$ cat src/rtl/i2c_switch_pca9545.sv
// ---------------------------------------------------------------------------
// i2c_switch_pca9545
//
// PCA9545A-style 4-channel I2C bus switch, implemented as an I2C target that
// oversamples SCL/SDA with the system clock. A write transfer loads a pending
// channel mask. That mask becomes the control register (and so drives the
// channel enables) only on a STOP that closes a transfer carrying at least one
// data byte. A read transfer returns {~int_n_i, control}.
//
// Ports
//   sys_clk     in   system clock; must run at least 8x the SCL rate
//   sys_resetn  in   synchronous active-low reset
//   scl_i       in   I2C SCL (asynchronous)
//   sda_i       in   I2C SDA (asynchronous)
//   sda_oe      out  1 = pull SDA low (open drain, registered)
//   int_n_i     in   active-low interrupt inputs of channels 3..0
//   gpio_o      out  channel enables: [3:0] = control register, [7:4] = 0
//
// Handshake: there is no valid/ready interface. The only timing contract is
// the I2C one: data is sampled on a detected SCL rise, and sda_oe changes
// only on the sys_clk edge where an SCL fall is detected (or on START, STOP
// and reset, which all release SDA). SCL is never stretched.
// ---------------------------------------------------------------------------
module i2c_switch_pca9545 #(
  parameter logic [7:0] DEVICE_ID   = 8'hE0,
  parameter int         SYNC_STAGES = 2
) (
  input  logic       sys_clk,
  input  logic       sys_resetn,
  input  logic       scl_i,
  input  logic       sda_i,
  output logic       sda_oe,
  input  logic [3:0] int_n_i,
  output logic [7:0] gpio_o
);

  // Fewer than two synchronizer flops is never safe; clamp silently.
  localparam int SS = (SYNC_STAGES < 2) ? 2 : SYNC_STAGES;

  typedef enum logic [2:0] {
    IDLE,
    ADDR,
    ADDR_ACK,
    WRITE,
    WRITE_ACK,
    READ,
    READ_ACK,
    IGNORE
  } state_t;

  // -------------------------------------------------------------------------
  // Input conditioning
  // -------------------------------------------------------------------------
  logic [SS-1:0] scl_sync;
  logic [SS-1:0] sda_sync;
  logic          scl_d;
  logic          sda_d;
  logic          scl_s;
  logic          sda_s;

  // Synchronizers reset to the idle-bus level (both lines high) so that
  // leaving reset never manufactures a START.
  always_ff @(posedge sys_clk) begin
    if (!sys_resetn) begin
      scl_sync <= '1;
      sda_sync <= '1;
      scl_d    <= 1'b1;
      sda_d    <= 1'b1;
    end else begin
      scl_sync <= {scl_sync[SS-2:0], scl_i};
      sda_sync <= {sda_sync[SS-2:0], sda_i};
      scl_d    <= scl_sync[SS-1];
      sda_d    <= sda_sync[SS-1];
    end
  end

  assign scl_s = scl_sync[SS-1];
  assign sda_s = sda_sync[SS-1];

  // -------------------------------------------------------------------------
  // Bus events. START/STOP require SCL high on both the current and the
  // previous sample so an SDA change coinciding with an SCL edge is treated
  // as data, not as a bus condition.
  // -------------------------------------------------------------------------
  logic start_evt;
  logic stop_evt;
  logic scl_rise;
  logic scl_fall;

  assign start_evt = scl_s && scl_d &&  sda_d && !sda_s;
  assign stop_evt  = scl_s && scl_d && !sda_d &&  sda_s;
  assign scl_rise  =  scl_s && !scl_d;
  assign scl_fall  = !scl_s &&  scl_d;

  // -------------------------------------------------------------------------
  // Datapath registers
  // -------------------------------------------------------------------------
  state_t     state;
  logic [3:0] bit_cnt;   // ADDR/WRITE: bits received; READ: bits driven
  logic [7:0] shreg;     // receive shift register
  logic [7:0] rd_sh;     // transmit shift register, MSB goes out next
  logic       rw;        // R/W bit of the matched address byte
  logic       ack_on;    // ACK cycles: 1 once sda_oe has been asserted
  logic       wrote;     // a data byte landed in pending since last START
  logic [3:0] pending;
  logic [3:0] control;

  logic [7:0] rx_byte;   // byte completed by the current SCL rise
  logic       addr_match;
  logic [7:0] rd_now;    // fresh read value

  assign rx_byte = {shreg[6:0], sda_s};

  // General call (7-bit address 0) is never claimed, even if DEVICE_ID
  // were misconfigured to zero.
  assign addr_match = (rx_byte[7:1] == DEVICE_ID[7:1]) && (rx_byte[7:1] != 7'd0);

  assign rd_now = {~int_n_i, control};

  assign gpio_o = {4'b0000, control};

  // -------------------------------------------------------------------------
  // Protocol FSM. START and STOP override every state; otherwise the state
  // reacts only to SCL rises (sampling) and SCL falls (driving).
  // -------------------------------------------------------------------------
  always_ff @(posedge sys_clk) begin
    if (!sys_resetn) begin
      state   <= IDLE;
      bit_cnt <= 4'd0;
      shreg   <= 8'h00;
      rd_sh   <= 8'h00;
      rw      <= 1'b0;
      ack_on  <= 1'b0;
      wrote   <= 1'b0;
      pending <= 4'h0;
      control <= 4'h0;
      sda_oe  <= 1'b0;
    end else if (start_evt) begin
      // Also covers repeated START: no commit, any partial write is dropped.
      state   <= ADDR;
      bit_cnt <= 4'd0;
      ack_on  <= 1'b0;
      wrote   <= 1'b0;
      sda_oe  <= 1'b0;
    end else if (stop_evt) begin
      state  <= IDLE;
      ack_on <= 1'b0;
      sda_oe <= 1'b0;
      if (wrote) begin
        control <= pending;
      end
      wrote <= 1'b0;
    end else begin
      case (state)
        IDLE: begin
          sda_oe <= 1'b0;
        end

        ADDR: begin
          if (scl_rise) begin
            shreg <= rx_byte;
            if (bit_cnt == 4'd7) begin
              bit_cnt <= 4'd0;
              rw      <= sda_s;
              ack_on  <= 1'b0;
              state   <= addr_match ? ADDR_ACK : IGNORE;
            end else begin
              bit_cnt <= bit_cnt + 4'd1;
            end
          end
        end

        ADDR_ACK: begin
          // First fall: pull SDA for the 9th clock. Second fall: leave the
          // ACK slot and, for a read, put the MSB on the bus at once.
          if (scl_fall) begin
            if (!ack_on) begin
              sda_oe <= 1'b1;
              ack_on <= 1'b1;
            end else begin
              ack_on <= 1'b0;
              if (rw) begin
                state   <= READ;
                sda_oe  <= ~rd_now[7];
                rd_sh   <= {rd_now[6:0], 1'b0};
                bit_cnt <= 4'd1;
              end else begin
                state   <= WRITE;
                sda_oe  <= 1'b0;
                bit_cnt <= 4'd0;
              end
            end
          end
        end

        WRITE: begin
          if (scl_rise) begin
            shreg <= rx_byte;
            if (bit_cnt == 4'd7) begin
              // Only the channel nibble is kept; the last byte wins.
              pending <= rx_byte[3:0];
              wrote   <= 1'b1;
              bit_cnt <= 4'd0;
              ack_on  <= 1'b0;
              state   <= WRITE_ACK;
            end else begin
              bit_cnt <= bit_cnt + 4'd1;
            end
          end
        end

        WRITE_ACK: begin
          if (scl_fall) begin
            if (!ack_on) begin
              sda_oe <= 1'b1;
              ack_on <= 1'b1;
            end else begin
              sda_oe  <= 1'b0;
              ack_on  <= 1'b0;
              bit_cnt <= 4'd0;
              state   <= WRITE;
            end
          end
        end

        READ: begin
          // bit_cnt == 8 means all eight bits have been on the bus for a
          // full clock; this fall opens the controller's ACK slot.
          if (scl_fall) begin
            if (bit_cnt == 4'd8) begin
              sda_oe  <= 1'b0;
              bit_cnt <= 4'd0;
              state   <= READ_ACK;
            end else begin
              sda_oe  <= ~rd_sh[7];
              rd_sh   <= {rd_sh[6:0], 1'b0};
              bit_cnt <= bit_cnt + 4'd1;
            end
          end
        end

        READ_ACK: begin
          if (scl_rise) begin
            if (!sda_s) begin
              // ACK: reload so the next fall starts a fresh byte.
              rd_sh   <= rd_now;
              bit_cnt <= 4'd0;
              state   <= READ;
            end else begin
              state <= IGNORE;
            end
          end
        end

        IGNORE: begin
          sda_oe <= 1'b0;
        end

        default: begin
          state  <= IDLE;
          sda_oe <= 1'b0;
        end
      endcase
    end
  end

endmodule

$ cat config.mk
export PLATFORM = sky130hd
export DESIGN_NAME = i2c_switch_pca9545
export DESIGN_NICKNAME = d
export VERILOG_FILES = /design/src/rtl/i2c_switch_pca9545.sv
export SDC_FILE = /design/constraint.sdc
export NUM_CORES = 1
export LEC_CHECK = 0
export CAP_MARGIN = 0
export CORE_UTILIZATION = 45
export DETAILED_ROUTE_END_ITERATION = 12
export HOLD_SLACK_MARGIN = 0.05
export PLACE_DENSITY_LB_ADDON = 0.15
export SYNTH_ARGS = -nofsm -noshare
export SYNTH_HDL_FRONTEND = slang
export SYNTH_SLANG_ARGS = --single-unit
$ cat constraint.sdc
create_clock -name sys_clk -period 2.2 [get_ports sys_clk]
set_input_delay 0.22 -clock sys_clk [delete_from_list [all_inputs] [get_ports sys_clk]]
set_output_delay 0.22 -clock sys_clk [all_outputs]
set_load 0.02 [all_outputs]
==> flow_summary_export.csv <==
group,metric,value,unit
floorplan,ios,17,
floorplan,die-area,5055,um2
drt,num_vias,1856,
hold_path,hp-start,"sda_sync[0]",
drt,dr.pass1.iters,10,
yosys,yosys.area.top_type,"dfxtp_1",
floorplan,start_util,48.01,%
yosys,synth_area_leaders,"dfxtp_1 (37%), mux2i_1 (12%), nand2_1 (4.2%)",
worst_setup_path,critPathArrivalTime,2160,ps
drt,vias_per_cell,5.818,
timing,fmax,504.3,MHz
worst_setup_path,critical_path.max_fanout,16,
place,place_congestion,0.8188,
yosys,synthAdderAreaFrac,1.631,%
yosys,synth_top_area_share,37.27,%
run_status,violations,"design-rule violations",
worst_setup_path,timing.rr.start,"state[2]",
drt,drc,2,
place,io_buffers,12,
yosys,synthXorXnorAreaFrac,0.4077,%
floorplan,coreArea,4474,um2
worst_setup_path,end_kind,"register",
yosys,yosysMostFrequentCell,"dfxtp_1",
yosys,yosys-mux-area-fraction,11.65,%
pwr,switching_share,32.39,%
yosys,synth-seq-cells,40,
yosys,synth-compound-area-share,20.50,%
worst_setup_path,path_class,"register to register",
cells_and_area,drive_gt1_share,9.363,%
timing,hold_viol,0,
yosys,yosys.area_share.simple,22.13,%
clock_tree,cts-root-buf,"clkbuf_8",
yosys,ys.warnings.count,0,
yosys,syn-cell-area,2148,um2
hold_path,hp-class,"register to register",
timing,rsz0062_at_grt,"false",
grt,grt_usage,20.09,%
grt,grt_max_degree,21,
yosys,synth_edf_count,0,
timing,period_share,90.14,%
pwr,p_per_area,721.2,nW/um2
clock_tree,postCtsSetupBuffers,0,
place,dp_hpwl,3246,um
yosys,synthDistinctLibCells,52,
clock_tree,clock_latency,290,ps
floorplan,die_y,71.10,um
pwr,internal-power,0.001184,W
worst_setup_path,start_kind,"register",
yosys,synthCells,253,
timing,final-setup-viol-count,0,
yosys,synth_top_family_by_area,"simple AND/OR/NAND/NOR gates",
clock_tree,htree_levels,2,
clock_tree,cts_buffers,5,
drt,finalWirelength,4609,um
cells_and_area,fin_util,54.25,%
yosys,async_flop_share,0,%
pwr,worst_ir_drop_vdd,386.8,uV
yosys,ys_top_cells_by_count,"dfxtp_1 (40), mux2i_1 (25), nand2_1 (24)",
floorplan,row_count,24,
clock_tree,cts_buffer_depth,2,
run,maxCapViolCount,0,
timing,tightest_slew,557.8,ps
hold_path,min_path_cells,1,
clock_tree,cts_tree,"yes",
yosys,synth_top_flop_cell,"dfxtp_1",
floorplan,chipWidth,71.10,um
pwr,switchingPower,0.0005670,W
pwr,pwr-share-seq,46.0,%
pwr,p_total,0.001751,W
timing,tns,0,ps
cells_and_area,area_delta_synth_final,12.99,%
worst_setup_path,critPathLaunch,"state[2]",
pwr,p_comb_share,27.3,%
timing,slew_violations,0,
yosys,yosysSeqAreaShare,37.27,%
timing,slew_headroom,62.29,%
grt,grt_pass1_vias,1742,
grt,grt.overflow.total,0,
cells_and_area,num_antenna_cells,0,
pwr,p_leak,0.9220,nW
grt,antenna_found_initial,0,
cells_and_area,fin_nets,277,
grt,grt_pass1_wl,8052,um
drt,drtIter0Drc,160,
clock_tree,numClockSinks,40,
timing,worst_hold_slack,411.9,ps
yosys,syn_avg_cell_area,8.491,um2
drt,drtAntennaViolNets,0,
clock_tree,cts.clk_slew.worst_paths,80,ps
timing,fin_skew,9.205,ps
pwr,pwr-share-clk,26.7,%
worst_setup_path,reg2reg_depth,5,
drt,wl_per_cell,14.45,um
worst_setup_path,crit_required,2380,ps
timing,period_minus_slack,1983,ps
run_status,status,"complete, but fails checks",
## registers in the layout, summed over array words and instances, names as in the netlist
register,cells
sda_oe,1
sda_d,1
rw,1
scl_d,1
rd_sh,8
ack_on,1
state,3
shreg,7
bit_cnt,4
control,4
sda_sync,2
scl_sync,2
wrote,1
pending,4
## power groups by stage
| stage | Clock [W] | Sequential (W) | Combinational (W) |
|---|---|---|---|
| floorplan | 0 | 0.000792 | 0.000378 |
| global placement | 0 | 0.000824 | 0.000470 |
| detailed placement | 0 | 0.000821 | 0.000471 |
| CTS | 0.000484 | 0.000804 | 0.000474 |
| global route | 0.000513 | 0.000811 | 0.000537 |
| finish | 0.000467 | 0.000805 | 0.000479 |
## kinds of logic after synthesis
logic type / Yosys count
AND/OR/NAND/NOR: 89
AO/OA/AOI/OAI: 65
flip-flops: 40
buffers and inverters: 29
multiplexers: 25
adder cells (fa/ha/maj): 3
other: 1
XOR/XNOR: 1
## what timing repair did
action                                  CTS  global route
gates resized for setup                   0             1
hold buffers                              0             0
endpoints found under the setup margin    0             2
## area by class of cell
cell class              instances  area, um2
fillers                       429       2047
flip-flops and latches         40      800.8
well taps                      52      65.06
clock inverters                 2      12.51
clock buffers                   5      68.82
inverters                       8      30.03
multi-input cells             187       1232
repair buffers                 25      217.7
## critical path, stage by stage, from the launching register on
cell     delay, ps
dfxtp_1        460
or2b_1         290
or4_1          530
or2_1          340
mux2i_1        190
nor2_1          60
## cell usage in the layout, fill, tap and decap left out, types with 2 or more instances in the layout
cell type	netlist	routed
nand2_1	24	24
o21ai_0	8	8
o2111ai_1	3	3
o22ai_1	6	6
nand3b_1	3	3
a21oi_1	11	11
a311oi_1	2	2
clkbuf_8	0	5
dfxtp_1	40	40
nand4_1	2	2
conb_1	1	4
clkdlybuf4s50_1	0	12
a211oi_1	5	5
o311ai_0	2	2
or2_1	2	2
mux2i_1	25	25
nor2_1	21	21
ha_1	2	2
nand2b_1	13	13
o221ai_1	4	4
inv_1	6	6
nor2b_1	6	6
o21ai_1	7	7
buf_4	5	13
o211ai_1	6	6
nor3b_1	2	2
or4_1	3	3
a22oi_1	3	3
nand3_1	3	3
## stage by stage
stage | std cells | area, um2 | setup slack [ps]
6_report | 319 | 2427 | 216.9
5_1_grt | 319 | 2427 | 100.6
4_1_cts | 319 | 2420 | 185.8
3_5_place_dp | 312 | 2338 | 193.7
3_3_place_gp | 312 | 2338 | 207.9
2_1_floorplan | 256 | 2160 | 474.8
## final timing paths
check / endpoint / slack (ps)
worst max-delay path: pending[1] / 220
worst min-delay path: sda_sync[1] / 410
worst max register to register: pending[1] / 220
worst min register to register: sda_sync[1] / 410
## per-layer routing
layer	up-vias	GRT usage, %	part of all wire (%)	routed length (um)
li1	938	-	-	-
met1	867	27.63	50	2300
met2	44	31.73	45	2065
met3	7	4.701	4.2	195
met4	0	5.333	1.0	48
met5	-	0	0	0
Note: power is estimated with default switching activity, not from simulation.
